### config.mk
export PLATFORM = sky130hd
export DESIGN_NAME = idecode_stage
export DESIGN_NICKNAME = d
export VERILOG_FILES = /design/src/rtl/idecode_pkg.sv /design/src/rtl/idec_regfile.sv /design/src/rtl/idecode_stage.sv
export SDC_FILE = /design/constraint.sdc
export NUM_CORES = 2
export LEC_CHECK = 0
export CAP_MARGIN = 20
export CORE_MARGIN = 2
export CORE_UTILIZATION = 60
export CTS_CLUSTER_DIAMETER = 80
export DETAILED_ROUTE_END_ITERATION = 10
export PLACE_DENSITY = 0.86
export SLEW_MARGIN = 20
export SYNTH_ARGS = -nofsm -noshare
export SYNTH_HDL_FRONTEND = slang
export SYNTH_SLANG_ARGS = --single-unit
### constraint.sdc
create_clock -name clk -period 3.71 [get_ports clk]
set_input_delay 0.742 -clock clk [delete_from_list [all_inputs] [get_ports clk]]
set_output_delay 0.742 -clock clk [all_outputs]
set_load 0.02 [all_outputs]
### src/rtl/idecode_pkg.sv
// Shared decode-stage types: opcodes, immediate kinds, ALU ops
// and the control word carried through the ID/EX register.
package idecode_pkg;

  localparam logic [6:0] OP_R      = 7'b0110011;
  localparam logic [6:0] OP_I      = 7'b0010011;
  localparam logic [6:0] OP_LOAD   = 7'b0000011;
  localparam logic [6:0] OP_STORE  = 7'b0100011;
  localparam logic [6:0] OP_BRANCH = 7'b1100011;
  localparam logic [6:0] OP_JAL    = 7'b1101111;
  localparam logic [6:0] OP_JALR   = 7'b1100111;
  localparam logic [6:0] OP_LUI    = 7'b0110111;
  localparam logic [6:0] OP_AUIPC  = 7'b0010111;

  typedef enum logic [2:0] {
    IMM_I, IMM_S, IMM_B, IMM_J, IMM_U
  } imm_src_t;

  typedef enum logic [3:0] {
    ALU_ADD   = 4'd0,
    ALU_SUB   = 4'd1,
    ALU_SLL   = 4'd2,
    ALU_SLT   = 4'd3,
    ALU_SLTU  = 4'd4,
    ALU_XOR   = 4'd5,
    ALU_SRL   = 4'd6,
    ALU_SRA   = 4'd7,
    ALU_OR    = 4'd8,
    ALU_AND   = 4'd9,
    ALU_PASSB = 4'd10
  } alu_ctl_t;

  typedef enum logic [1:0] {
    RES_ALU = 2'b00,
    RES_MEM = 2'b01,
    RES_PC4 = 2'b10
  } result_src_t;

  typedef struct packed {
    logic        reg_write;
    logic        mem_write;
    logic        jump;
    logic        jalr;
    logic        branch;
    logic        alu_src_a;
    logic        alu_src_b;
    logic        valid;
    logic        illegal;
    result_src_t result_src;
    alu_ctl_t    alu_ctl;
    logic [2:0]  funct3;
  } ctrl_t;

  function automatic alu_ctl_t alu_op(
    input logic [2:0] f3,
    input logic       alt
  );
    alu_ctl_t r;
    unique case (f3)
      3'b000:  r = alt ? ALU_SUB : ALU_ADD;
      3'b001:  r = ALU_SLL;
      3'b010:  r = ALU_SLT;
      3'b011:  r = ALU_SLTU;
      3'b100:  r = ALU_XOR;
      3'b101:  r = alt ? ALU_SRA : ALU_SRL;
      3'b110:  r = ALU_OR;
      default: r = ALU_AND;
    endcase
    return r;
  endfunction

endpackage

### src/rtl/idec_regfile.sv
// Register file with x0 hardwired to zero and a same-cycle
// write-to-read bypass so decode sees writeback data at once.
module idec_regfile #(
  parameter int XLEN = 32,
  parameter int NREGS = 32,
  localparam int AW = $clog2(NREGS)
) (
  input  logic            clk,
  input  logic            reset,
  input  logic [AW-1:0]   rs1,
  input  logic [AW-1:0]   rs2,
  input  logic            we,
  input  logic [AW-1:0]   rd,
  input  logic [XLEN-1:0] wdata,
  output logic [XLEN-1:0] rd1,
  output logic [XLEN-1:0] rd2
);

  logic [XLEN-1:0] regs [NREGS];
  logic            wr;

  assign wr = we && (rd != '0);

  always_ff @(posedge clk) begin
    if (reset) begin
      for (int i = 0; i < NREGS; i++) begin
        regs[i] <= '0;
      end
    end else if (wr) begin
      regs[rd] <= wdata;
    end
  end

  always_comb begin
    rd1 = (rs1 == '0) ? '0 : regs[rs1];
    rd2 = (rs2 == '0) ? '0 : regs[rs2];
    if (wr && rd == rs1) rd1 = wdata;
    if (wr && rd == rs2) rd2 = wdata;
  end

endmodule

### src/rtl/idecode_stage.sv
// RV32I decode stage: controller, immediate extension, bypassing
// register file and a stall/flush-capable ID/EX register.
module idecode_stage
  import idecode_pkg::*;
#(
  parameter int XLEN = 32,
  parameter int NREGS = 32,
  localparam int AW = $clog2(NREGS)
) (
  input  logic            clk,
  input  logic            reset,
  input  logic [31:0]     InstrD,
  input  logic [XLEN-1:0] PCD,
  input  logic [XLEN-1:0] PCPlus4D,
  input  logic            ValidD,
  input  logic            StallE,
  input  logic            FlushE,
  input  logic            RegWriteW,
  input  logic [AW-1:0]   RdW,
  input  logic [XLEN-1:0] ResultW,
  output logic [AW-1:0]   Rs1D,
  output logic [AW-1:0]   Rs2D,
  output logic            IllegalD,
  output logic            RegWriteE,
  output logic            MemWriteE,
  output logic            JumpE,
  output logic            JalrE,
  output logic            BranchE,
  output logic            ALUSrcAE,
  output logic            ALUSrcBE,
  output logic            ValidE,
  output logic            IllegalE,
  output logic [1:0]      ResultSrcE,
  output alu_ctl_t        ALUControlE,
  output logic [2:0]      Funct3E,
  output logic [AW-1:0]   Rs1E,
  output logic [AW-1:0]   Rs2E,
  output logic [AW-1:0]   RdE,
  output logic [XLEN-1:0] RD1E,
  output logic [XLEN-1:0] RD2E,
  output logic [XLEN-1:0] ImmExtE,
  output logic [XLEN-1:0] PCE,
  output logic [XLEN-1:0] PCPlus4E
);

  logic [6:0]      op;
  logic [6:0]      f7;
  logic [2:0]      f3;
  logic [AW-1:0]   rd_d;
  logic [XLEN-1:0] rd1_d, rd2_d, imm_d;
  logic [31:0]     imm32;
  ctrl_t           c;
  imm_src_t        imm_src;
  logic            bad_op, bad_reg;
  logic            use_rs1, use_rs2, use_rd;

  assign op   = InstrD[6:0];
  assign f3   = InstrD[14:12];
  assign f7   = InstrD[31:25];
  assign Rs1D = InstrD[15 +: AW];
  assign Rs2D = InstrD[20 +: AW];
  assign rd_d = InstrD[7 +: AW];

  function automatic logic over(input logic [4:0] r);
    return {1'b0, r} >= 6'(NREGS);
  endfunction

  idec_regfile #(.XLEN(XLEN), .NREGS(NREGS)) u_rf (
    .clk   (clk),
    .reset (reset),
    .rs1   (Rs1D),
    .rs2   (Rs2D),
    .we    (RegWriteW),
    .rd    (RdW),
    .wdata (ResultW),
    .rd1   (rd1_d),
    .rd2   (rd2_d)
  );

  always_comb begin
    c = '0;
    c.funct3 = f3;
    c.alu_ctl = ALU_ADD;
    c.result_src = RES_ALU;
    imm_src = IMM_I;
    bad_op = 1'b0;
    use_rs1 = 1'b0;
    use_rs2 = 1'b0;
    use_rd = 1'b0;
    unique case (1'b1)
      (op == OP_R): begin
        c.reg_write = 1'b1;
        c.alu_ctl = alu_op(f3, f7[5]);
        {use_rs1, use_rs2, use_rd} = 3'b111;
        bad_op = !(f7 == 7'h00 ||
          (f7 == 7'h20 && (f3 == 3'b000 || f3 == 3'b101)));
      end
      (op == OP_I): begin
        c.reg_write = 1'b1;
        c.alu_src_b = 1'b1;
        c.alu_ctl = alu_op(f3, f3 == 3'b101 && f7[5]);
        {use_rs1, use_rd} = 2'b11;
        if (f3 == 3'b001) bad_op = f7 != 7'h00;
        if (f3 == 3'b101) bad_op = !(f7 == 7'h00 || f7 == 7'h20);
      end
      (op == OP_LOAD): begin
        c.reg_write = 1'b1;
        c.alu_src_b = 1'b1;
        c.result_src = RES_MEM;
        {use_rs1, use_rd} = 2'b11;
        bad_op = f3 != 3'b010;
      end
      (op == OP_STORE): begin
        c.mem_write = 1'b1;
        c.alu_src_b = 1'b1;
        imm_src = IMM_S;
        {use_rs1, use_rs2} = 2'b11;
        bad_op = f3 != 3'b010;
      end
      (op == OP_BRANCH): begin
        c.branch = 1'b1;
        c.alu_ctl = ALU_SUB;
        imm_src = IMM_B;
        {use_rs1, use_rs2} = 2'b11;
        bad_op = f3[2:1] == 2'b01;
      end
      (op == OP_JAL): begin
        c.jump = 1'b1;
        c.reg_write = 1'b1;
        c.result_src = RES_PC4;
        imm_src = IMM_J;
        use_rd = 1'b1;
      end
      (op == OP_JALR): begin
        c.jalr = 1'b1;
        c.reg_write = 1'b1;
        c.alu_src_b = 1'b1;
        c.result_src = RES_PC4;
        {use_rs1, use_rd} = 2'b11;
        bad_op = f3 != 3'b000;
      end
      (op == OP_LUI): begin
        c.reg_write = 1'b1;
        c.alu_src_b = 1'b1;
        c.alu_ctl = ALU_PASSB;
        imm_src = IMM_U;
        use_rd = 1'b1;
      end
      (op == OP_AUIPC): begin
        c.reg_write = 1'b1;
        c.alu_src_a = 1'b1;
        c.alu_src_b = 1'b1;
        imm_src = IMM_U;
        use_rd = 1'b1;
      end
      default: bad_op = 1'b1;
    endcase
    // only index fields the format actually uses can be out of range
    bad_reg = (use_rs1 && over(InstrD[19:15])) ||
              (use_rs2 && over(InstrD[24:20])) ||
              (use_rd && over(InstrD[11:7]));
    IllegalD = bad_op || bad_reg;
    c.valid = ValidD;
    c.illegal = IllegalD && ValidD;
    if (IllegalD || !ValidD) begin
      c.reg_write = 1'b0;
      c.mem_write = 1'b0;
      c.jump = 1'b0;
      c.jalr = 1'b0;
      c.branch = 1'b0;
    end
  end

  always_comb begin
    unique case (imm_src)
      IMM_S: imm32 = {{20{InstrD[31]}}, InstrD[31:25], InstrD[11:7]};
      IMM_B: imm32 = {{20{InstrD[31]}}, InstrD[7],
                      InstrD[30:25], InstrD[11:8], 1'b0};
      IMM_J: imm32 = {{12{InstrD[31]}}, InstrD[19:12],
                      InstrD[20], InstrD[30:21], 1'b0};
      IMM_U: imm32 = {InstrD[31:12], 12'h000};
      default: imm32 = {{20{InstrD[31]}}, InstrD[31:20]};
    endcase
  end

  assign imm_d = XLEN'($signed(imm32));

  ctrl_t           ctrl_e;
  logic [AW-1:0]   rs1_e, rs2_e, rd_e;
  logic [XLEN-1:0] rd1_e, rd2_e, imm_e, pc_e, pc4_e;

  always_ff @(posedge clk) begin
    if (reset || FlushE) begin
      ctrl_e <= '0;
      rs1_e <= '0;
      rs2_e <= '0;
      rd_e <= '0;
      rd1_e <= '0;
      rd2_e <= '0;
      imm_e <= '0;
      pc_e <= '0;
      pc4_e <= '0;
    end else if (!StallE) begin
      ctrl_e <= c;
      rs1_e <= Rs1D;
      rs2_e <= Rs2D;
      rd_e <= rd_d;
      rd1_e <= rd1_d;
      rd2_e <= rd2_d;
      imm_e <= imm_d;
      pc_e <= PCD;
      pc4_e <= PCPlus4D;
    end
  end

  assign RegWriteE   = ctrl_e.reg_write;
  assign MemWriteE   = ctrl_e.mem_write;
  assign JumpE       = ctrl_e.jump;
  assign JalrE       = ctrl_e.jalr;
  assign BranchE     = ctrl_e.branch;
  assign ALUSrcAE    = ctrl_e.alu_src_a;
  assign ALUSrcBE    = ctrl_e.alu_src_b;
  assign ValidE      = ctrl_e.valid;
  assign IllegalE    = ctrl_e.illegal;
  assign ResultSrcE  = ctrl_e.result_src;
  assign ALUControlE = ctrl_e.alu_ctl;
  assign Funct3E     = ctrl_e.funct3;
  assign Rs1E        = rs1_e;
  assign Rs2E        = rs2_e;
  assign RdE         = rd_e;
  assign RD1E        = rd1_e;
  assign RD2E        = rd2_e;
  assign ImmExtE     = imm_e;
  assign PCE         = pc_e;
  assign PCPlus4E    = pc4_e;

endmodule

# Word level (Yosys, flattened, before mapping)
# Memories as Yosys holds them, arrays and structs flattened.
# Cells that the tools add are included.
dict set report classes {
  n_eq_ne 24
  n_mux 33
  n_reduce_logical 28
}
# op n
set op_table {}
lappend op_table {{$mux 32} 5}
lappend op_table {{$pmux 31 s4} 1}
lappend op_table {{$pmux 4 s7} 2}
lappend op_table {{$reduce_or 32->1} 1}
lappend op_table {{$eq 7x6->1 const B} 4}
lappend op_table {{$eq 7x7->1 const B} 3}
lappend op_table {{$mux 1} 19}
lappend op_table {{$pmux 4 s4} 1}
lappend op_table {{$eq 7x5->1 const B} 2}
lappend op_table {{$eq 3x2->1 const B} 4}
lappend op_table {{$eq 3x3->1 const B} 4}
lappend op_table {{$pmux 3 s4} 1}
lappend op_table {{$eq 5x5->1} 2}
lappend op_table {{$logic_not 5->1} 2}
lappend op_table {{$mux 5} 2}
lappend op_table {{$eq 7x2->1 const B} 1}
lappend op_table {{$logic_not 7->1} 1}
lappend op_table {{$reduce_bool 7->1} 1}
lappend op_table {{$reduce_or 7->1} 1}
lappend op_table {{$eq 3x1->1 const B} 2}
lappend op_table {{$logic_and 1x1->1} 6}
lappend op_table {{$pmux 1 s6} 1}
lappend op_table {{$reduce_or 2->1} 3}
lappend op_table {{$reduce_or 6->1} 1}
lappend op_table {{other kinds (9)} 15}
dict set report word_totals {
  register_bits 193
  mem_bits_rw 1024
  input_bits 139
  word_cells 106
  n_memories 1
}
# name depth width read_ports rd_clocked_by_memory_dff write_ports line_no
set memory_table {}
lappend memory_table {u_rf.regs 32 32 2 0 32 idec_regfile.sv:19} ;# logic [XLEN-1:0] regs [NREGS];

# Longest topological paths before layout
dict set report logic_depth {
  word_depth 8
  ltp_mapped 9
  mapped_depth_nobuf 5
}

# Hierarchy
# Synthesis repeated with hierarchy kept, for this count alone.
dict set report hier_totals {
  hier_cells 4620
  hier_area_um2 62566.3
}
# module instances cells_per_inst area_each_um2 seq_area_each_um2
set modules_own_cells {}
lappend modules_own_cells {idec_regfile 1 3860 55157.9 30749.5}
lappend modules_own_cells {idecode_stage 1 760 7408.4 3863.7}

# Least setup slack after synthesis
# OpenSTA, ideal clock, no wires.
dict set report synth_path {
  kind {input to register}
  startpoint {input InstrD[20]}
  endpoint {register rd2_e[29], in the netlist RD2E[29]}
  setup_time_ps 126
  arrival_ps 2846
  required_time_ps 3584
  path_slack_ps 737
  cell_stages 7
  n_path_buf 3
  cell_sequence {buf_2 clkbuf_1 buf_1 mux4_2 mux4_2 nand2b_1 nand3_1}
}
dict set report synth_via {
  elab_chain_cells 3
}
# element line_no
set synth_rtl {}
lappend synth_rtl {{start, declared} idecode_stage.sv:12} ;# input logic [31:0] InstrD,
lappend synth_rtl {{$mem_v2 32x32 (tied with other cells)} --}
lappend synth_rtl {{$mux 32 or $logic_and 1x1->1 (tied branches)} {idec_regfile.sv:36, idec_regfile.sv:38}}
lappend synth_rtl {{$mux 32 *} idec_regfile.sv:38} ;# if (wr && rd == rs2) rd2 = wdata;
lappend synth_rtl {{end signal, assigned} idecode_stage.sv:209} ;# rd2_e <= rd2_d;
lappend synth_rtl {{end, declared} idecode_stage.sv:190} ;# logic [XLEN-1:0] rd1_e, rd2_e, imm_e, pc_e, pc4_e;
# Mark *: on every way between the ends. The rest lies on a longest branch, timed or not.
# A chain may end at the register's enable or synchronous reset.

# Worst setup path in the final report
dict set report layout_path {
  startpoint {input InstrD[2]}
  endpoint {output IllegalD}
}
dict set report layout_via {
  elab_chain_cells 3
}
# element line_no
set layout_rtl {}
lappend layout_rtl {{$eq 7x7->1 (tied with other cells)} idecode_stage.sv:127} ;# (op == OP_JAL): begin
lappend layout_rtl {{$reduce_or 3->1 (no source line) or $reduce_or 2->1 (tied branches)} --}
lappend layout_rtl {{$pmux 1 s6 *} idecode_stage.sv:90} ;# unique case (1'b1)
lappend layout_rtl {{end, declared} idecode_stage.sv:23} ;# output logic IllegalD,
# Marks and branches as above.

==> summary by stage <==
STA
The pin slew with the least headroom to its limit is 1083 ps. Setup repair after global routing left no endpoint under its margin. The worst pin sits at a relative slew slack of 27.81%. The maximum frequency from static timing analysis is 275.3 MHz.

Setup total negative slack on the finished layout was measured at 0 ps. The final max-slew violation count is 0. The shortest clock period the worst path allows after layout is 3633 ps. The final setup skew is 41.68 ps.

The worst hold-check slack is 459.3 ps. Setup violations remaining at the end of the flow were counted as 0. The number of hold violations in the final report is 0. In the finished design, the share of the clock period the worst path needs comes to 97.92%.

Drt
After the first detailed-routing iteration, the DRC count stood at 7,505. The wire length on met2 is 91,420 um. The routed layout has 42,973 vias. The sum of routed wire segments on met1 is 60,130 um. The met3 wirelength from detailed routing is 33,950 um. Signal routing reaches up to met5. The detail route stage leaves a number of antenna-violating nets equal to 0.

The mean number of vias per cell is 7.327. The first detailed-routing pass took 8 iterations. Dividing the detail-routed wire length by the instance count gives 34.65 um. The post-detailed-route DRC marker count is 0.

The detailed-route wire length is 203,200 um.

Placed design
During placement, the flow inserted port buffers numbering 342. The final weighted congestion in routability-driven placement is 0.9304. The estimated wirelength of the detail-placed design is 124,000 um.

Synth
In the synthesized netlist the async set-or-reset flop fraction comes to 0%. In this run, distinct cell masters in the synthesized netlist total 54. Synthesis handed over a netlist of 4,139 instances. The combinational family with the most area after synthesis is multiplexers. In this run the cell area of the synthesized design comes to 0.06147 mm2. Among all flip-flop cells after synthesis, the most frequent one is edfxtp_1. Summing the areas of all compound-gate instances in the mapped netlist gives 2.471% of the synthesized area. Of the total synthesized cell area, the portion taken by XOR and XNOR cells is 0.1567%. A synthesized cell averages 14.85 um2.

The number of flops mapped to enable cells by yosys is 1,024. Sequential elements use 56.31% of the synthesized area. The mux contribution to synthesized area is 24.79%. The Yosys step of the flow raised 0 warnings. Summing the areas of all and, or, nand and nor instances in the mapped netlist gives 12.68% of the synthesized area.

Synthesis inferred 1,217 register bits. The area share of fa/ha/maj cells after synthesis is 0%.

Flow run
The number of max-cap violations is 0.

Power
The worst voltage drop across the vdd grid is 493.3 uV. The leakage power summed over all cells is 24.03 nW. Power spread over the standard cell area amounts to 456.0 mW/mm2.

Layout
The layout cell share with drive strength beyond 1 is 25.70%. The growth of design area from synthesis to finish is 15.93%. The utilization after layout is 70.04%. The final layout contains 4,521 nets.

Die
The floorplan die width is 324.1 um. The vertical die dimension is 324.1 um. The floorplan die area is 0.1050 mm2. The core region is 0.1017 mm2.

Row generation in the floorplan step produced 117 rows. In this run the count of I/O pins placed on the die edge is 343. The starting density of the core is 60.41%.

CTS
After clock tree synthesis, the clock-pin slew on the worst setup and hold paths is 80 ps. In this run, post-CTS hold repair placed 0 buffers. The buffer type at the clock tree root is clkbuf_16.

The post-CTS resize count is 2. In this run the post-CTS setup repair buffer count came out at 0. The clock latency on the worst-skew pair is 760 ps.

The number of levels in the clock H-tree is 3. For this design, the sink count on the clock tree is 1,217. No sink is reached through more buffers than the 3 on the longest clock path. The CTS tree is built. The CTS buffer count is 120.

Critical path
The endpoint arrival time on the critical path is 2890 ps. In this run the worst setup path begins at InstrD[2]. By startpoint and endpoint, the worst setup path is classified as primary input to output pin.

The signal on the critical path passes through clkdlybuf4s50_1, nor4bb_2, buf_4, nand3b_1, a311o_1, nand3_1, dlygate4sd2_1. Together, buffers and inverters on the worst path number 3. The gate family responsible for the most delay along the worst path is buffers and inverters. Data on the critical path is required at its endpoint by 2970 ps.

The kind of launch point of the worst setup path is a primary input. The startpoint identified for the worst register-to-register timing path is u_rf.regs[23][19]. The category of the worst setup path capture point is an output pin. The critical path's largest stage delay is 580 ps. The critical-path cell with the highest stage delay is clkdlybuf4s50_1. The biggest fanout along the worst timing path is 3.

Global route
The aggregate global routing overflow is 0. The number of antenna violations at the first check in global routing is 13. The first global-routing pass estimated 289,500 um of wire. Entering global routing, the biggest net connects 93 pins. The overall global routing resource usage is 38.79%.

The via count of the first global-routing pass is 43,405.

Worst hold path
The startpoint of the lowest-slack hold path is reset. The worst min-delay path category is primary input to flop.

Run status
The flow ran to the end, and the final reports show no timing, DRC or antenna violations.
==> where the power goes <==
| group | internal [mW] | switching [mW] | total [mW] |
|---|---|---|---|
| registers | 15.5 | 0.430 | 16.0 |
| logic | 1.89 | 2.33 | 4.22 |
| clock network | 6.87 | 5.44 | 12.3 |
| total | 24.3 | 8.21 | 32.5 |
==> final cells by class <==
cell class                 instances  area (um2)
clock inverter                    66       661.9
multi-input combinational       2399       24900
timing repair buffer             583        5857
inverter                          61       234.0
sequential                      1217       34610
tap                             1368        1712
antenna                            7       17.52
clock buffer                     164        3259
fill                            6167       30480
==> through the flow <==
stage          instance area [um2]  cells  total power, mW  worst slack, ps
4_1_cts                      71290   5858            32.33            172.4
3_3_place_gp                 67350   5627            20.08           -121.7
3_5_place_dp                 67370   5628            20.25           -108.4
6_report                     71260   5865            32.49            77.15
2_1_floorplan                61580   4170            18.50            737.5
5_1_grt                      71250   5861            33.08            42.40
==> registers in the layout (all words and copies together) (netlist names), 2 cells and up <==
signal	flops
PCE	32
RD2E	32
ImmExtE	32
u_rf.regs	1024
Rs1E	5
RD1E	32
ALUControlE	4
Funct3E	3
RdE	5
Rs2E	5
ResultSrcE	2
PCPlus4E	32
==> cell families after synthesis <==
kind of cell,Yosys count
flops,1217
other cells,1
buf+inv,554
mux,728
compound gates,219
xor+xnor,11
simple gates,1409
==> worst paths after layout <==
path | slack [ps] | cells after the start | to
min | 460 | 1 | u_rf.regs[0][10]
min reg2reg | 470 | 2 | ALUControlE[2]
max | 80 | 7 | IllegalD
max reg2reg | 1770 | 4 | RD1E[19]
==> routing by layer <==
metal / track usage [%] / vias up
met5: 0 / -
met4: 27.96 / 8
met3: 14.08 / 1134
met2: 58.20 / 4495
met1: 46.68 / 20828
li1: - / 16508
==> layout by cell type (no fill, tap or decap), types with 36 or more instances in the layout <==
cell,netlist,layout
edfxtp_1,1024,1024
mux4_2,635,635
and2_1,609,609
nor3_1,409,408
clkdlybuf4s50_1,0,320
dfxtp_1,193,193
buf_4,12,190
nor2_1,147,133
clkbuf_16,0,121
mux2i_1,91,91
nand2b_1,86,84
a21oi_1,62,62
inv_1,61,58
buf_12,0,53
nand2_1,51,45
nand3_1,39,37
clkbuf_1,367,36
==> synthesized netlist by cell type, types with 2 or more instances <==
library cell  instances  area share [%]
nor3_1              409             3.3
o21ai_0              32            0.26
dfxtp_1             193             6.3
clkbuf_1            367             2.2
mux4_2              635              23
mux2i_1              91             1.5
a22oi_1              34            0.42
nand3_1              39            0.32
or3_1                 2           0.020
o31ai_1               3           0.037
buf_2                40            0.33
nor4_1                4           0.041
buf_6                 4           0.073
edfxtp_1           1024              50
o211ai_1              4           0.049
o21bai_1              2           0.024
nor2_1              147            0.90
buf_4                12            0.15
nor3b_1               9            0.11
o2111ai_1             3           0.043
o221ai_1             25            0.36
or2_2                33            0.34
a221oi_1              6           0.085
nand4_1               2           0.020
mux2_2                2           0.037
and2_1              609             6.2
nand2b_1             86            0.88
inv_1                61            0.37
o41ai_1              13            0.19
buf_1                70            0.43
xnor2_1              10            0.14
a21oi_1              62            0.50
o221ai_2              6            0.15
nor2b_1               6           0.061
nand2_1              51            0.31
a31oi_1              21            0.21
nand3b_1              5           0.061
Power figures use the tool's default switching activity.
